### src/rtl/fpmult_mant_norm.sv
`default_nettype none
// ============================================================================
// Module   : fpmult_mant_norm
// Brief    : FP32 multiplier front end. Unpacks two IEEE-754 single operands,
//            multiplies the 24-bit significands RADIX_BITS bits per cycle and
//            normalizes the 48-bit product into the fraction / exponent /
//            round-decision form consumed by the rounding stage.
// Revision : 1.0 - initial release
// ============================================================================
module fpmult_mant_norm #(
    parameter int RADIX_BITS = 4
) (
    input  logic        clk,
    input  logic        rst,
    input  logic        in_valid,
    output logic        in_ready,
    input  logic [31:0] a,
    input  logic [31:0] b,
    output logic        out_valid,
    input  logic        out_ready,
    output logic [22:0] NormM,
    output logic [8:0]  NormE,
    output logic        Sp,
    output logic        GRS,
    output logic [4:0]  InputExc
);

    localparam int         c_ITER = 24 / RADIX_BITS;
    localparam logic [4:0] c_LAST = 5'(c_ITER - 1);

    localparam logic [1:0] S_IDLE = 2'd0;
    localparam logic [1:0] S_MUL  = 2'd1;
    localparam logic [1:0] S_NORM = 2'd2;
    localparam logic [1:0] S_DONE = 2'd3;

    logic [1:0]  r_state;
    logic [47:0] r_maShift;   // Ma pre-shifted to the weight of the current digit
    logic [23:0] r_mbShift;   // Mb with consumed digits shifted out
    logic [8:0]  r_esum;
    logic [47:0] r_acc;
    logic [4:0]  r_cnt;
    logic [22:0] r_normM;
    logic [8:0]  r_normE;
    logic        r_sp;
    logic        r_grs;
    logic [4:0]  r_inputExc;

    // ------------------------------------------------------------------------
    // Operand unpacking
    // ------------------------------------------------------------------------
    logic        w_aExpMax, w_bExpMax, w_aExpZero, w_bExpZero;
    logic        w_aFracZero, w_bFracZero;
    logic [23:0] w_ma, w_mb;
    logic [8:0]  w_esum;
    logic [4:0]  w_exc;

    assign w_aExpMax   = (a[30:23] == 8'hFF);
    assign w_bExpMax   = (b[30:23] == 8'hFF);
    assign w_aExpZero  = (a[30:23] == 8'h00);
    assign w_bExpZero  = (b[30:23] == 8'h00);
    assign w_aFracZero = (a[22:0] == 23'd0);
    assign w_bFracZero = (b[22:0] == 23'd0);

    // Hidden bit is present only for non-zero exponents (denormals keep 0).
    assign w_ma   = {~w_aExpZero, a[22:0]};
    assign w_mb   = {~w_bExpZero, b[22:0]};
    assign w_esum = {1'b0, a[30:23]} + {1'b0, b[30:23]};

    assign w_exc[4] = (w_aExpMax & ~w_aFracZero) | (w_bExpMax & ~w_bFracZero);
    assign w_exc[3] = w_aExpMax & w_aFracZero;
    assign w_exc[2] = w_bExpMax & w_bFracZero;
    assign w_exc[1] = w_aExpZero & w_aFracZero;
    assign w_exc[0] = w_bExpZero & w_bFracZero;

    // ------------------------------------------------------------------------
    // Iterative multiply: one RADIX_BITS digit of Mb per cycle, LSB first.
    // Ma is kept pre-shifted, so each partial product lands at its weight
    // without a variable shifter. The full product always fits in 48 bits,
    // so no partial sum can overflow the accumulator.
    // ------------------------------------------------------------------------
    logic [RADIX_BITS-1:0] w_digit;
    logic [47:0]           w_pp;
    logic [47:0]           w_accNext;

    assign w_digit   = r_mbShift[RADIX_BITS-1:0];
    assign w_pp      = r_maShift * {{(48-RADIX_BITS){1'b0}}, w_digit};
    assign w_accNext = r_acc + w_pp;

    // ------------------------------------------------------------------------
    // Normalization of the finished product held in r_acc
    // ------------------------------------------------------------------------
    logic        w_top;
    logic [22:0] w_normM;
    logic        w_g, w_r, w_s;
    logic [8:0]  w_normE;
    logic        w_grs;

    assign w_top   = r_acc[47];
    assign w_normM = w_top ? r_acc[46:24] : r_acc[45:23];
    assign w_g     = w_top ? r_acc[23]    : r_acc[22];
    assign w_r     = w_top ? r_acc[22]    : r_acc[21];
    assign w_s     = w_top ? (|r_acc[21:0]) : (|r_acc[20:0]);
    assign w_normE = r_esum + {8'd0, w_top};
    // Round to nearest, ties to even.
    assign w_grs   = w_g & (w_normM[0] | w_r | w_s);

    // Control FSM and datapath registers
    always_ff @(posedge clk or posedge rst) begin
        if (rst) begin
            r_state    <= S_IDLE;
            r_maShift  <= 48'd0;
            r_mbShift  <= 24'd0;
            r_esum     <= 9'd0;
            r_acc      <= 48'd0;
            r_cnt      <= 5'd0;
            r_normM    <= 23'd0;
            r_normE    <= 9'd0;
            r_sp       <= 1'b0;
            r_grs      <= 1'b0;
            r_inputExc <= 5'd0;
        end else begin
            case (r_state)
                S_IDLE: begin
                    if (in_valid) begin
                        r_maShift  <= {24'd0, w_ma};
                        r_mbShift  <= w_mb;
                        r_esum     <= w_esum;
                        r_sp       <= a[31] ^ b[31];
                        r_inputExc <= w_exc;
                        r_acc      <= 48'd0;
                        r_cnt      <= 5'd0;
                        r_state    <= S_MUL;
                    end
                end
                S_MUL: begin
                    r_acc     <= w_accNext;
                    r_maShift <= r_maShift << RADIX_BITS;
                    r_mbShift <= r_mbShift >> RADIX_BITS;
                    r_cnt     <= r_cnt + 5'd1;
                    if (r_cnt == c_LAST) begin
                        r_state <= S_NORM;
                    end
                end
                S_NORM: begin
                    r_normM <= w_normM;
                    r_normE <= w_normE;
                    r_grs   <= w_grs;
                    r_state <= S_DONE;
                end
                S_DONE: begin
                    if (out_ready) begin
                        r_state <= S_IDLE;
                    end
                end
                default: begin
                    r_state <= S_IDLE;
                end
            endcase
        end
    end

    assign in_ready  = (r_state == S_IDLE) & ~rst;
    assign out_valid = (r_state == S_DONE);
    assign NormM     = r_normM;
    assign NormE     = r_normE;
    assign Sp        = r_sp;
    assign GRS       = r_grs;
    assign InputExc  = r_inputExc;

endmodule
`default_nettype wire

### config.mk
export PLATFORM = sky130hd
export DESIGN_NAME = fpmult_mant_norm
export DESIGN_NICKNAME = d
export VERILOG_FILES = /design/src/rtl/fpmult_mant_norm.sv
export SDC_FILE = /design/constraint.sdc
export NUM_CORES = 1
export LEC_CHECK = 0
export CAP_MARGIN = 10
export CORE_MARGIN = 1.5
export CORE_UTILIZATION = 61
export CTS_CLUSTER_DIAMETER = 30
export DETAILED_ROUTE_END_ITERATION = 6
export GPL_TIMING_DRIVEN = 0
export PLACE_DENSITY = 0.84
export SETUP_SLACK_MARGIN = 0.15
export SLEW_MARGIN = 15
export SYNTH_ARGS = -nofsm -noshare
export SYNTH_HDL_FRONTEND = slang
export SYNTH_SLANG_ARGS = --single-unit
### constraint.sdc
create_clock -name clk -period 7.8 [get_ports clk]
set_input_delay 1.56 -clock clk [delete_from_list [all_inputs] [get_ports clk]]
set_output_delay 1.56 -clock clk [all_outputs]
set_load 0.005 [all_outputs]
Word-level counts from Yosys, hierarchy flattened
Cells that the tools add are included.
Widths: inputs -> output; s select.
- bits in registers: 175
- latch bits: 0
- RAM bits: 0
- bits in read-only memories: 0
- input port bits: 68
- output and inout port bits: 41
- memories kept: 0
- add/subtract/negate cells: 4
- $mul: 1
- divide/modulo/power cells: 0
- magnitude comparators: 0
- equal/unequal tests: 9
- shift-type cells: 0
- multiplexer cells: 16
- bitwise gates (word level): 17
- reductions and logical operators: 11
- operators with widths (operator ; number):
    $pmux 48 s2 ; 2
    $mux 48 ; 2
    $add 48x48->48 ; 1
    $mul 48x4->48 ; 1
    $pmux 24 s2 ; 1
    $logic_not 23->1 ; 2
    $mux 24 ; 1
    $mux 23 ; 1
    $reduce_or 22->1 ; 1
    $reduce_or 21->1 ; 1
    $eq 8x8->1 const B ; 2
    $logic_not 8->1 ; 2
    $pmux 5 s2 ; 1
    $add 8x8->9 ; 1
    $add 9x1->9 ; 1
    $and 1x1->1 ; 8
    $pmux 2 s4 ; 1
    $mux 2 ; 3
    $add 5x1->5 const B ; 1
    $eq 5x3->1 const B ; 1
    $mux 5 ; 1
    $not 1->1 ; 5
    $eq 2x2->1 const B ; 2
    $ne 2x2->1 const B ; 2
    9 further kinds ; 14

Longest topological paths before layout
- depth after elaboration: 4
- gate-level depth with buffers: 19
- mapped depth without buffers: 17

Worst setup path before layout
No wires, ideal clock.
- path type: reg-to-reg
- start point: register r_mbShift[2]
- end point: register r_acc[43]
- library setup time: 0.140 ns
- arrival time: 4.832 ns
- data required time: 7.660 ns
- slack: 2.828 ns
- cell stages (with the launch flop): 20
- buffers on the path: 3
- cells stage by stage: dfrtp_1 > clkbuf_1 > clkbuf_1 > and2_1 > fa_1 > fa_1 > inv_1 > fa_1 > inv_1 > ha_1 > buf_2 > nand4_1 > or3_1 > or3_1 > o221a_1 > a41o_2 > o41ai_4 > a221o_2 > xnor2_1 > o22ai_2
- longest elaborated chain between the ends: 3
- RTL lines (what ; line ; text):
    from (decl) ; 38 ; logic [23:0] r_mbShift;
    from (signal assigned) ; 126 ; r_mbShift <= w_mb;
    from (signal assigned) ; 138 ; r_mbShift <= r_mbShift >> RADIX_BITS;
    $mul 48x4->48 ; 86 ; assign w_pp = r_maShift * {{(48-RADIX_BITS){1'b0}}, w_digit};
    $add 48x48->48 ; 87 ; assign w_accNext = r_acc + w_pp;
    $pmux 48 s2 ; 122 ; case (r_state)
    to (signal assigned) ; 136 ; r_acc <= w_accNext;
    to (decl) ; 40 ; logic [47:0] r_acc;
No other way between the ends.
A chain may end at the register's enable or synchronous reset.

Worst setup path after layout
- start point: register r_mbShift[3]
- end point: register r_acc[47]
The elaborated chain is that of the path after synthesis.

==> impl_metrics.env <==
export IMPL_cp_slowest_stage_delay_ns=0.76
export IMPL_crit_path_end_kind="flop"
export IMPL_path_class="reg -> reg"
export IMPL_setup_viol=0
export IMPL_cpMaxStageDelayCell="o31ai_1"
export IMPL_timing_rr_start="r_mbShift[3]"
export IMPL_fin_area_um2=17000
export IMPL_drv_slew=0
export IMPL_synth_top_cell_area_share=0.294
export IMPL_drt_iter0_drc=978
export IMPL_fmax_ghz=0.151
export IMPL_drt_wirelength_per_cell_um=18.7
export IMPL_layout_setup_ws_ns=1.17
export IMPL_grt_ovfl_total=0
export IMPL_layout_drive_gt1_share=0.0290
export IMPL_final_common_cell="inv_1"
export IMPL_synth_cell_type_count=60
export IMPL_cts_root_buf="clkbuf_16"
export IMPL_arrival_ns=6.96
export IMPL_insertion_delay_ns=0.45
export IMPL_period_needed_ns=6.63
export IMPL_synth_enable_flop_cells=0
export IMPL_r2r_end="r_acc[47]"
export IMPL_synth_mux_area_frac=0.0439
export IMPL_synth_async_reset_ratio=1.00
export IMPL_drcViolationCount=0
export IMPL_synthCells=1620
export IMPL_ys_seq_area_frac=0.294
export IMPL_antennaDiodeCount=0
export IMPL_gp_congestion=0.926
export IMPL_worst_path_max_fanout=10
export IMPL_tritoncts="built"
export IMPL_vias=12200
export IMPL_ioPinCount=109
export IMPL_worst_r2r_cell_count=18
export IMPL_grt_start_max_net_pins=99
export IMPL_fin_setup_tns_ns=0
export IMPL_path_delay_family="compound AO/OA/AOI/OAI gates"
export IMPL_grt_first_pass_wirelength_um=64000
export IMPL_cts_inserted_buffers=17
export IMPL_drtPass1Iterations=6
export IMPL_clk_pin_slew_ns=0.09
export IMPL_dp_hpwl_um=29500
export IMPL_crit_path_start="r_mbShift[3]"
export IMPL_finish_utilization=0.707
export IMPL_final_cell_mix="239 x inv_1, 175 x dfrtp_1, 173 x and2_1"
export IMPL_final_hold_violation_count=0
export IMPL_yosysWarnings=0
export IMPL_maxCapViolCount=0
export IMPL_syn_nets=1890
export IMPL_cts_hold_buffers_added=0
export IMPL_syn_area_um2=14900
export IMPL_antenna_found_initial=0
export IMPL_synth_area_leaders="dfrtp_1 29%, fa_1 18%, and2_1 7.3%"
export IMPL_cts_sinks=175
export IMPL_synthXorXnorAreaFrac=0.0394
export IMPL_die_h_um=159
export IMPL_clock_skew_ns=0.0158
export IMPL_synth_top_family_by_area="adder cells"
export IMPL_synth_compound_area_frac=0.150
export IMPL_fillers=1852
export IMPL_dieArea_um2=25400
export IMPL_worstPathRequired_ns=8.12
export IMPL_synthSimpleGateAreaFrac=0.153
export IMPL_rsz0062_at_grt="false"
export IMPL_crit_path_frequent_cell="fa_1"
export IMPL_path_depth=18
export IMPL_postCtsSetupBuffers=0
export IMPL_ff2ff_setup_slack_ns=1.17
export IMPL_coreArea_um2=24100
export IMPL_cts_resized=0
export IMPL_start_util=0.618
export IMPL_avgViaCountPerCell=5.87
export IMPL_ant_nets=0
export IMPL_yosys_area_share_adder=0.238
export IMPL_status="complete, no violations"
export IMPL_final_nets=2018
export IMPL_cp_num_buf_inv=4
export IMPL_synth_largest_area_cell="dfrtp_1"
export IMPL_first_global_vias=12600
export IMPL_htreeDepth=4
export IMPL_area_growth_pct=14.4
export IMPL_ys_flop_type="dfrtp_1"
export IMPL_worst_pin_slew_ns=1.02
export IMPL_synth_area_per_cell_um2=9.19
export IMPL_fin_crit_sh=0.850
export IMPL_placed_area_um2=16400
export IMPL_io_buffers=108
export IMPL_dp_slack_ns=1.40
export IMPL_crit_path_end="r_acc[47]"
export IMPL_slew_headroom=0.322
export IMPL_drt_total_wl_um=39000
export IMPL_rows=57
export IMPL_worstSetupStartpointType="flop"
export IMPL_ys_ff_latch=175
export IMPL_worstHoldPathType="reg -> reg"
export IMPL_grt_usage=0.320
export IMPL_cts_buffer_depth=2
export IMPL_worstPathCellList="clkbuf_1, clkbuf_1, and2_1, fa_1, fa_1, inv_1, fa_1, inv_1, ha_1, a21oi_1, nor2b_1, a21boi_0, o31ai_1, a41o_2, o41ai_4, a221o_2, a211oi_2, a211oi_2"
export IMPL_fp_dieW_um=159
-- cell families after synthesis --
kind of cell	after synthesis
AND/OR/NAND/NOR	443
multiplexers	65
AO/OA/AOI/OAI	348
adder cells (fa/ha/maj)	202
XOR/XNOR	67
buffers and inverters	320
flip-flops	175
-- worst min path at each step --
stage	endpoint	start	slack [ns]	cells after the start
floorplan	r_mbShift[10]	r_mbShift[10]	0.45	2
global placement	InputExc[1]	InputExc[1]	0.46	2
detailed placement	InputExc[1]	InputExc[1]	0.47	2
CTS	InputExc[1]	InputExc[1]	0.49	2
global route	InputExc[1]	InputExc[1]	0.52	2
finish	InputExc[1]	InputExc[1]	0.49	2
-- synthesized netlist by cell type, types with 30 or more instances --
cell type and count:
nand2_1 122, fa_1 135, inv_1 240, mux2i_1 62
nor2_1 67, clkbuf_1 68, o22ai_1 42, ha_1 67
a22o_1 34, xnor2_1 39, a21o_1 30, dfrtp_1 175
and2_1 173, o21ai_0 90, a21oi_1 85
-- flip-flops by register name, summed over array words and instances, names as in the netlist --
register	count
Sp	1
GRS	1
NormE	9
r_state	2
r_maShift	48
r_mbShift	24
r_cnt	5
NormM	23
r_acc	48
InputExc	5
r_esum	9
-- worst min-delay path: stages, from the launching register on --
cell	delay, ns
dfrtp_1	0.35
nand2_1	0.05
o31ai_1	0.05
-- routing by layer --
metal / up-vias / global-route usage / share of wire
met2: 539 / 0.518 / 0.46
met1: 6034 / 0.424 / 0.41
met5: - / 0 / 0
met3: 90 / 0.0638 / 0.085
li1: 5579 / - / -
met4: 0 / 0.129 / 0.036
-- final cells by class --
| type | count | area, um2 | area share |
|---|---|---|---|
| well taps | 324 | 405 | 0.0238 |
| plain buffers | 80 | 318 | 0.0187 |
| repair buffers | 109 | 1110 | 0.0651 |
| flip-flops and latches | 175 | 4380 | 0.257 |
| clock buffers | 17 | 425 | 0.0250 |
| clock inverters | 15 | 193 | 0.0113 |
| multi-input cells | 1125 | 9300 | 0.546 |
| inverters | 240 | 908 | 0.0533 |
-- stage by stage --
step	cells	hold slack, ns
after floorplan	1620	0.450
after global placement	2052	0.461
after detailed placement	2053	0.475
after CTS	2085	0.492
after global routing	2085	0.522
final	2085	0.487
Power is not shown: default switching activity piles up to over one toggle a cycle in this logic, so the estimate is an artifact.
